File: src/rtl/pipeline_hazard_ctrl_pkg.sv
// Shared types for the pipeline hazard controller: FSM state and bypass-mux select encodings.
package pipeline_hazard_ctrl_pkg;

    typedef enum logic [1:0] {
        RUN      = 2'b00,
        MEM_WAIT = 2'b01,
        MDU_BUSY = 2'b10
    } HazardState_t;

    typedef enum logic [1:0] {
        FWD_E_REG      = 2'b00,
        FWD_E_RESULT_W = 2'b01,
        FWD_E_ALU_M    = 2'b10
    } ForwardE_t;

    typedef enum logic {
        FWD_D_REG      = 1'b0,
        FWD_D_RESULT_W = 1'b1
    } ForwardD_t;

    // x0 is hardwired to zero, so a write to it never produces a usable bypass value.
    function automatic logic reg_match(input logic we, input logic [4:0] rd, input logic [4:0] rs);
        return we && (rd != 5'd0) && (rd == rs);
    endfunction

endpackage

File: src/rtl/pipeline_hazard_ctrl_fwd_unit.sv
// Combinational bypass-select logic for the D-stage (W->D) and E-stage (M/W->E) operand muxes.
module hazard_fwd_unit
    import pipeline_hazard_ctrl_pkg::*;
(
    input  logic [4:0] Rs1D,
    input  logic [4:0] Rs2D,
    input  logic [4:0] Rs1E,
    input  logic [4:0] Rs2E,
    input  logic [4:0] RdM,
    input  logic [4:0] RdW,
    input  logic       RegWriteM,
    input  logic       RegWriteW,
    output ForwardD_t  fwd_ad,
    output ForwardD_t  fwd_bd,
    output ForwardE_t  fwd_ae,
    output ForwardE_t  fwd_be
);

    always_comb begin
        fwd_ad = reg_match(RegWriteW, RdW, Rs1D) ? FWD_D_RESULT_W : FWD_D_REG;
        fwd_bd = reg_match(RegWriteW, RdW, Rs2D) ? FWD_D_RESULT_W : FWD_D_REG;

        // M holds the younger result, so it wins over W when both match.
        fwd_ae = FWD_E_REG;
        if (reg_match(RegWriteM, RdM, Rs1E))
            fwd_ae = FWD_E_ALU_M;
        else if (reg_match(RegWriteW, RdW, Rs1E))
            fwd_ae = FWD_E_RESULT_W;

        fwd_be = FWD_E_REG;
        if (reg_match(RegWriteM, RdM, Rs2E))
            fwd_be = FWD_E_ALU_M;
        else if (reg_match(RegWriteW, RdW, Rs2E))
            fwd_be = FWD_E_RESULT_W;
    end

endmodule

File: src/rtl/pipeline_hazard_ctrl.sv
// Hazard scheduler: stall/flush enables, bypass selects, memory-wait and MDU sequencing.
// Optional HAZARD_PERF_EN adds 32-bit stall-cycle and branch-flush counters.
module pipeline_hazard_ctrl
    import pipeline_hazard_ctrl_pkg::*;
#(
    parameter int MDU_TIMEOUT = 64
) (
    input  logic        clk,
    input  logic        reset,
    input  logic [4:0]  Rs1D,
    input  logic [4:0]  Rs2D,
    input  logic [4:0]  Rs1E,
    input  logic [4:0]  Rs2E,
    input  logic [4:0]  RdE,
    input  logic [4:0]  RdM,
    input  logic [4:0]  RdW,
    input  logic        RegWriteE,
    input  logic        RegWriteM,
    input  logic        RegWriteW,
    input  logic        LoadE,
    input  logic        PCSrcE,
    input  logic        MemReqM,
    input  logic        MemReadyM,
    input  logic        MduStartE,
    input  logic        MduReady,
    output logic        StallF,
    output logic        StallD,
    output logic        StallE,
    output logic        StallM,
    output logic        FlushD,
    output logic        FlushE,
    output logic        FlushM,
    output logic        ForwardAD,
    output logic        ForwardBD,
    output logic [1:0]  ForwardAE,
    output logic [1:0]  ForwardBE,
    output logic        MduTimeout
`ifdef HAZARD_PERF_EN
    ,
    output logic [31:0] PerfStallCycles,
    output logic [31:0] PerfFlushCount
`endif
);

    localparam int CNT_W = $clog2(MDU_TIMEOUT + 1);

    HazardState_t state;
    HazardState_t state_nxt;
    logic [CNT_W-1:0] mdu_cnt;
    logic timeout_set;
    logic pc_flush;
    logic lw_stall;
    logic load_writes;

    ForwardD_t fwd_ad;
    ForwardD_t fwd_bd;
    ForwardE_t fwd_ae;
    ForwardE_t fwd_be;

    hazard_fwd_unit u_fwd (
        .Rs1D      (Rs1D),
        .Rs2D      (Rs2D),
        .Rs1E      (Rs1E),
        .Rs2E      (Rs2E),
        .RdM       (RdM),
        .RdW       (RdW),
        .RegWriteM (RegWriteM),
        .RegWriteW (RegWriteW),
        .fwd_ad    (fwd_ad),
        .fwd_bd    (fwd_bd),
        .fwd_ae    (fwd_ae),
        .fwd_be    (fwd_be)
    );

    assign ForwardAD = reset ? 1'b0  : fwd_ad;
    assign ForwardBD = reset ? 1'b0  : fwd_bd;
    assign ForwardAE = reset ? 2'b00 : fwd_ae;
    assign ForwardBE = reset ? 2'b00 : fwd_be;

    // RegWriteE is implied for a load; the load-use check keys on LoadE and RdE alone.
    assign load_writes = LoadE | RegWriteE;
    assign lw_stall    = LoadE && load_writes && (RdE != 5'd0) && ((RdE == Rs1D) || (RdE == Rs2D));

    // Mealy decode: a cycle that triggers a transition already drives the target state's controls.
    always_comb begin
        state_nxt   = state;
        timeout_set = 1'b0;
        pc_flush    = 1'b0;
        StallF      = 1'b0;
        StallD      = 1'b0;
        StallE      = 1'b0;
        StallM      = 1'b0;
        FlushD      = 1'b0;
        FlushE      = 1'b0;
        FlushM      = 1'b0;
        if (!reset) begin
            case (state)
                RUN: begin
                    if (MemReqM && !MemReadyM) begin
                        state_nxt = MEM_WAIT;
                        {StallF, StallD, StallE, StallM} = 4'b1111;
                    end else if (MduStartE) begin
                        state_nxt = MDU_BUSY;
                        {StallF, StallD, StallE, FlushM} = 4'b1111;
                    end else if (PCSrcE) begin
                        pc_flush = 1'b1;
                        FlushD   = 1'b1;
                        FlushE   = 1'b1;
                    end else if (lw_stall) begin
                        {StallF, StallD, FlushE} = 3'b111;
                    end
                end
                MEM_WAIT: begin
                    if (MemReadyM)
                        state_nxt = RUN;
                    else
                        {StallF, StallD, StallE, StallM} = 4'b1111;
                end
                MDU_BUSY: begin
                    if (MduReady) begin
                        state_nxt = RUN;
                    end else if (mdu_cnt == CNT_W'(MDU_TIMEOUT)) begin
                        state_nxt   = RUN;
                        timeout_set = 1'b1;
                    end else begin
                        {StallF, StallD, StallE, FlushM} = 4'b1111;
                    end
                end
                default: state_nxt = RUN;
            endcase
        end
    end

    always_ff @(posedge clk) begin
        if (reset) begin
            state      <= RUN;
            mdu_cnt    <= '0;
            MduTimeout <= 1'b0;
        end else begin
            state      <= state_nxt;
            MduTimeout <= MduTimeout | timeout_set;
            if (state == MDU_BUSY)
                mdu_cnt <= mdu_cnt + 1'b1;
            else
                mdu_cnt <= '0;
        end
    end

`ifdef HAZARD_PERF_EN
    always_ff @(posedge clk) begin
        if (reset) begin
            PerfStallCycles <= '0;
            PerfFlushCount  <= '0;
        end else begin
            PerfStallCycles <= PerfStallCycles + 32'(StallF);
            PerfFlushCount  <= PerfFlushCount + 32'(pc_flush);
        end
    end
`endif

endmodule

File: config.mk
export PLATFORM = sky130hd
export DESIGN_NAME = pipeline_hazard_ctrl
export DESIGN_NICKNAME = d
export VERILOG_FILES = /design/src/rtl/pipeline_hazard_ctrl_pkg.sv /design/src/rtl/pipeline_hazard_ctrl_fwd_unit.sv /design/src/rtl/pipeline_hazard_ctrl.sv
export SDC_FILE = /design/constraint.sdc
export NUM_CORES = 1
export LEC_CHECK = 0
export ABC_CLOCK_PERIOD_IN_PS = 2800
export BUFFER_PORTS_ARGS = -buffer_cell sky130_fd_sc_hd__buf_2
export CAP_MARGIN = 20
export CORE_MARGIN = 2
export CORE_UTILIZATION = 44
export DETAILED_ROUTE_END_ITERATION = 10
export GPL_TIMING_DRIVEN = 0
export PLACE_DENSITY = 0.81
export SLEW_MARGIN = 20
export SYNTH_ARGS = -nofsm -noshare
export SYNTH_HDL_FRONTEND = slang
export SYNTH_SLANG_ARGS = --single-unit
File: constraint.sdc
create_clock -name clk -period 2.8 [get_ports clk]
set_input_delay 0.84 -clock clk [delete_from_list [all_inputs] [get_ports clk]]
set_output_delay 0.84 -clock clk [all_outputs]
set_load 0.05 [all_outputs]
==> summary.md, run 1 <==
| Metric | Value |
|---|---|
| Buffer type at the clock tree root | clkbuf_4 |
| Violated checks | setup timing |
| Antenna-violating nets left | 0 |
| Synthesis-stage register bit count | 10 |
| Number of synthesized flops with an enable pin | 0 |
| Nets in the synthesized netlist | 183 |
| Number of global-route vias before repair | 1232 |
| Status | finished with violations |
| Kind of end point of the critical path | output pin |
| Launch point of the worst hold path | mdu_cnt[0] |
| Syn Std Cell Area | 0.00106 mm^2 |
| Placed cells | 216 |
| Worst relative slew slack | 64.8% |
| Post-Syn Instances | 135 |
| Vert. Die Dim | 53.0 um |
| Initial Util | 47.3% |
| Post-route design area | 0.00180 mm^2 |
| Detailed placer's ending HPWL | 2550 um |
| Pin count of the biggest net entering global routing | 10 |
| Finish-stage setup viols | 9 |
| Max-slew violations | 0 |
| Post-route worst setup slack | -0.259 ns |
| Antenna violations before repair | 0 |
| Final net count | 248 |
| Worst hold path depth | 1 |
| Worst IR drop on VDD | 0.251 mV |
| Maximum capacitance violations | 0 |
| Clk_lat worst skew | 0.25 ns |
| Overall routed net length | 3780 um |
| Largest cells by area after synthesis | xor2_1 20%, dfxtp_1 19%, xnor2_1 17% |
| # IOs | 60 |
| Core Area | 0.00223 mm^2 |
| Portion of synthesized cell area occupied by the leading cell type | 19.9% |
| Unrepaired setup endpoints after global routing | yes |
| Data required, critical path | 1.96 ns |
| FFs w/ async S/R, synth | 0% |
| Die Footprint | 0.00281 mm^2 |
| Number of CTS-inserted buffers | 3 |
| First-pass iteration count of the detailed router | 4 |
| Wire length of the first global-routing pass | 5180 um |
| Average wire length per cell after detail routing | 16.6 um |
| Final hold violations | 0 |
| Sequential fraction of the synthesis area | 19.0% |
| GPL Wtd Cong | 0.925 |
| Final routed DRC violation total | 0 |
| Yosys warnings | 0 |
| Distinct cell type count of the synthesized netlist | 32 |
| Cell type with the highest aggregate area in the netlist | xor2_1 |
| Logic depth of the worst register-to-register path | 5 |
| Combined global-route utilization of all metal layers | 24.4% |
| Die W | 53.0 um |
| List of most frequent post-synthesis cells | 24 x xor2_1, 21 x xnor2_1, 14 x nor2_1 |
| Number of H-tree branching levels | 1 |
| Vias post-DR | 1254 |
| Fraction of layout instances using a drive strength above 1 | 48.7% |
| Setup skew after layout | 0.000795 ns |
| Count of non-filler cells in the finished layout | 227 |
| Arrival time at the worst endpoint | 2.22 ns |
| Fmax | 0.327 GHz |
| Final worst-path cycle share | 109% |
| Buffer levels on the longest clock path | 2 |
| Via density per instance | 5.52 |
| Global route total overflow | 0 |
| Drt first-iter violations | 21 |
| Sort of element at the start of the critical path | input pin |
| Path category of the worst min-delay check | register to register |
| Startpoint of the most critical setup path | reset |
| Standard-cell rows | 17 |
| Leakage | 0.000722 uW |
| Most used standard cell by instance count after synthesis | xor2_1 |
| CTS tree | built |
| Synthesized area per cell | 7.82 um^2 |
| Transition time at the pin with the least slew margin | 0.528 ns |
| Clock period minus final worst setup slack | 3.06 ns |
| Worst r2r src | state[1] |
| Type of the setup path with the least slack | input pin to output pin |
| Post-Place Cell Area | 0.00153 mm^2 |
| Post-synthesis to final-layout area growth | 70.4% |
| Pwr dens | 294 mW/mm^2 |
| Clock transition at the registers of the reported paths | 0.07 ns |
| Most frequently used flop master after synthesis | dfxtp_1 |
| Number of clock sinks seen by CTS | 10 |
| IO Port Bufs | 53 |
| Diodes inserted | 0 |
| Top fanout value on the critical path | 3 |
| Post-CTS Hold Buffers | 0 |
worst max-delay path: stages:
cell and delay [ns]:
buf_8 0.11, buf_12 0.11, or3_4 0.36, or4_4 0.51, o21bai_4 0.13, buf_6 0.17
logic make-up (layout without fill, tap and decap cells):
kind of cell	count (synthesis)	count (layout)	synth area share (%)
flip-flops	10	10	19.0
buffers and inverters	12	76	5.92
XOR/XNOR	45	45	37.3
adder cells (fa/ha/maj)	2	2	2.37
AND/OR/NAND/NOR	54	54	28.0
AO/OA/AOI/OAI	12	12	7.46
per-layer routing:
layer,up-vias,global-route usage [%],part of all wire [%]
met2,50,50.0,55
met5,-,0,0
met3,18,1.41,4.7
met4,0,7.26,3.9
li1,596,-,-
met1,590,26.0,37
worst paths after layout:
kind                                    to  slack, ns
worst min-delay path            mdu_cnt[0]       0.47
worst max-delay path                FlushE      -0.26
worst min register to register  mdu_cnt[0]       0.47
worst max register to register  MduTimeout       1.25
where the power goes:
part           total, uW  internal [uW]  switching [uW]
sequential           149            145            4.17
combinational        254            114             140
clock                127           78.7            48.1
total                529            337             192
repair_timing:
action / 4_1_cts / 5_1_grt
resized for setup: 36 / 12
buffers inserted: 7 / 0
endpoints found under the setup margin: 10 / 12
pin swaps: 8 / 6
layout by cell type (no fill, tap or decap), drive strengths merged, types with 2 or more instances in the layout:
master,count
inv,4
nor2,14
buf,66
or4,5
xnor2,21
a21oi,2
nor2b,2
dfxtp,10
ha,2
nor4,6
nand3,7
xor2,24
clkbuf,6
o21ai,3
a31oi,2
or3,2
nor3,10
nand2,4
o21bai,2
final cells by class:
cell class	count	area (um^2)
Sequential cell	10	200
Timing Repair Buffer	60	430
Clock buffer	4	36.3
Buffer	8	90.1
Multi-Input combinational cell	113	992
Inverter	4	15.0
Tap cell	28	35.0
Fill cell	142	434
flip-flops by register name, indices dropped and copies added, names as in the netlist:
name        cells
MduTimeout      1
state           2
mdu_cnt         7
through the flow:
step / total power [uW] / TNS [ns] / hold slack, ns / setup slack [ns] / utilization [%]
after global routing: 551 / -1.34 / 0.493 / -0.282 / 80.6
after detailed placement: 361 / -2.40 / 0.461 / -0.431 / 68.7
after CTS: 512 / -1.16 / 0.477 / -0.245 / 77.8
after floorplan: 295 / -1.75 / 0.430 / -0.387 / -
after global placement: 356 / -2.21 / 0.441 / -0.413 / 68.7
final: 529 / -1.14 / 0.475 / -0.259 / 80.6
No activity file was read; power rests on OpenSTA's default activity.
==> run 2: changes to the inputs <==
ABC_AREA = 1   (was not set)
CORE_UTILIZATION = 45   (was 44)
CTS_CLUSTER_SIZE = 8   (was not set)
PLACE_DENSITY = 0.8   (was 0.81)
==> run 2 against run 1 <==
Compared with the run above:
- clock skew about the same
- combinational power down 22%
- via count up 9.6%
- global-route usage down 6.6 points
- largest cell class unchanged
- the run now ends clean
==> summary.md, run 2 <==
| Metric | Value |
|---|---|
| Core Area | 0.00250 mm^2 |
| Fraction of layout instances using a drive strength above 1 | 29.7% |
| Post-CTS Hold Buffers | 0 |
| Setup skew after layout | 0.00121 ns |
| Final routed DRC violation total | 0 |
| Pin count of the biggest net entering global routing | 11 |
| Syn Std Cell Area | 0.00120 mm^2 |
| Post-Place Worst Slack | 0.0134 ns |
| Reg-to-reg slack, setup | 1.63 ns |
| Top fanout value on the critical path | 5 |
| Launch point of the worst hold path | MduTimeout |
| Worst relative slew slack | 78.7% |
| Buffer levels on the longest clock path | 2 |
| Clock period minus final worst setup slack | 2.75 ns |
| Wire length of the first global-routing pass | 4700 um |
| Diodes inserted | 0 |
| Final-layout setup total negative slack | 0 ns |
| Clock transition at the registers of the reported paths | 0.06 ns |
| Number of H-tree branching levels | 1 |
| Path category of the worst min-delay check | register to register |
| Portion of synthesized cell area occupied by the leading cell type | 16.6% |
| Number of flip-flops in the largest register | 7 |
| Worst IR drop on VDD | 0.244 mV |
| Finish-stage setup viols | 0 |
| Layout Utilization | 63.1% |
| Number of clock sinks seen by CTS | 10 |
| Vert. Die Dim | 55.7 um |
| Worst r2r src | mdu_cnt[0] |
| Synthesized area per cell | 5.99 um^2 |
| Capture instance of the worst register-to-register path | mdu_cnt[6] |
| Initial Util | 48.2% |
| Fmax | 0.364 GHz |
| Pwr dens | 279 mW/mm^2 |
| Via density per instance | 4.76 |
| Most used standard cell by instance count after synthesis | nand2_1 |
| Transition time at the pin with the least slew margin | 0.316 ns |
| Number of synthesized flops with an enable pin | 0 |
| Post-route worst setup slack | 0.0522 ns |
| Number of global-route vias before repair | 1221 |
| Kind of end point of the critical path | output pin |
| Leakage | 0.000851 uW |
| Global route total overflow | 0 |
| Total Power Consumption | 440 uW |
| Overall routed net length | 2830 um |
| Synthesis-stage register bit count | 10 |
| Antenna violations before repair | 0 |
| CTS tree | built |
| Arrival time at the worst endpoint | 1.91 ns |
| Worst hold path endpoint | MduTimeout |
| Buffer type at the clock tree root | clkbuf_4 |
| Combined global-route utilization of all metal layers | 17.9% |
| Die Footprint | 0.00311 mm^2 |
| Sequential fraction of the synthesis area | 16.6% |
| Most frequently used flop master after synthesis | dfxtp_1 |
| List of most frequent post-synthesis cells | 42 x nand2_1, 32 x inv_1, 32 x nor2_1 |
| # IOs | 60 |
| First-pass iteration count of the detailed router | 4 |
| Detailed placer's ending HPWL | 2470 um |
| Standard-cell rows | 18 |
| IO Port Bufs | 55 |
| Yosys warnings | 0 |
| Status | complete, no violations |
| Maximum capacitance violations | 0 |
| Clk_lat worst skew | 0.26 ns |
| Post-synthesis to final-layout area growth | 30.8% |
| Average wire length per cell after detail routing | 9.79 um |
| Number of CTS-inserted buffers | 3 |
| Nets in the synthesized netlist | 249 |
| Die W | 55.7 um |
| Final hold violations | 0 |
| Largest cells by area after synthesis | dfxtp_1 17%, nand2_1 13%, inv_1 10% |
| Most common cell after layout, fill and taps aside | buf_2 |
| Top flop regs | mdu_cnt x7, state x2, MduTimeout x1 |
| Distinct cell type count of the synthesized netlist | 29 |
| Final worst-path cycle share | 98.1% |
| Worst hold path depth | 2 |
| Vias post-DR | 1375 |
| Type of the setup path with the least slack | input pin to output pin |
| Most used cells in the layout excluding fill and tap cells | 52 x buf_2, 42 x nand2_1, 32 x inv_1 |
| Largest register by flop count | mdu_cnt |
| Sort of element at the start of the critical path | input pin |
| Post-Syn Instances | 201 |
| Data required, critical path | 1.96 ns |
| Final net count | 309 |
| GPL Wtd Cong | 0.850 |
| Drt first-iter violations | 40 |
| FFs w/ async S/R, synth | 0% |
| Max-slew violations | 0 |
| Logic depth of the worst register-to-register path | 6 |
| Cell type with the highest aggregate area in the netlist | dfxtp_1 |
| Antenna-violating nets left | 0 |
[run 2: cell types whose count changed after synthesis, moves of 8 or more]
cell and change:
xnor2_1 -11, xor2_1 -12, a21oi_1 +8, nor2_1 +18, nand2_1 +38, inv_1 +28
[run 2: cell type report]
| type | count | area [um^2] |
|---|---|---|
| Fill cell | 253 | 923 |
| Multi-Input combinational cell | 153 | 857 |
| Tap cell | 30 | 37.5 |
| Sequential cell | 10 | 200 |
| Buffer | 4 | 41.3 |
| Inverter | 34 | 128 |
| Clock buffer | 3 | 22.5 |
| Timing Repair Buffer | 55 | 290 |
[run 2: worst max-delay path by stage]
stage / slack [ns] / endpoint / from
3_3_place_gp: 0.02 / StallF / RdE[3]
3_5_place_dp: 0.01 / StallF / RdE[3]
5_1_grt: -0.01 / StallF / Rs2D[0]
4_1_cts: 0.006 / StallF / RdE[3]
6_report: 0.05 / ForwardBD / RdW[0]
2_1_floorplan: 0.0003 / ForwardAD / reset
[run 2: per-stage QoR]
step,cell area (um^2),instances,hold slack [ns]
6_report,1580,289,0.474
5_1_grt,1580,289,0.502
4_1_cts,1560,289,0.478
3_5_place_dp,1540,286,0.464
3_3_place_gp,1540,286,0.444
2_1_floorplan,1230,201,0.430
[run 2: timing repair]
item / in CTS / in global routing
resized for setup: 0 / 6
buffers inserted: 0 / 0
endpoints found under the setup margin: 0 / 3
[run 2: cell families after synthesis]
logic type	count (synthesis)	synth area share, %
buffers and inverters	38	14.0
AO/OA/AOI/OAI	21	9.66
flip-flops	10	16.6
AND/OR/NAND/NOR	107	40.3
adder cells (fa/ha/maj)	2	2.08
XOR/XNOR	23	17.3
[run 2: per-layer routing]
| metal | track usage [%] | vias to the layer above | routed length (um) |
|---|---|---|---|
| li1 | - | 745 | - |
| met1 | 22.3 | 589 | 1310 |
| met2 | 32.7 | 41 | 1380 |
| met3 | 2.09 | 0 | 145 |
| met4 | 3.83 | 0 | 0 |
| met5 | 0 | - | 0 |
[run 2: critical path, stage by stage]
cell     delay [ns]
buf_2          0.13
inv_1          0.13
or2_2          0.13
nand3_1        0.10
nor4_4         0.28
buf_2          0.30
[run 2: power by group]
group / internal, uW / switching [uW] / leakage, uW / total [uW]
Sequential: 145 / 2.92 / 0.0000810 / 148
Combinational: 80.8 / 118 / 0.000756 / 198
Clock: 49.4 / 44.2 / 0.0000138 / 93.6
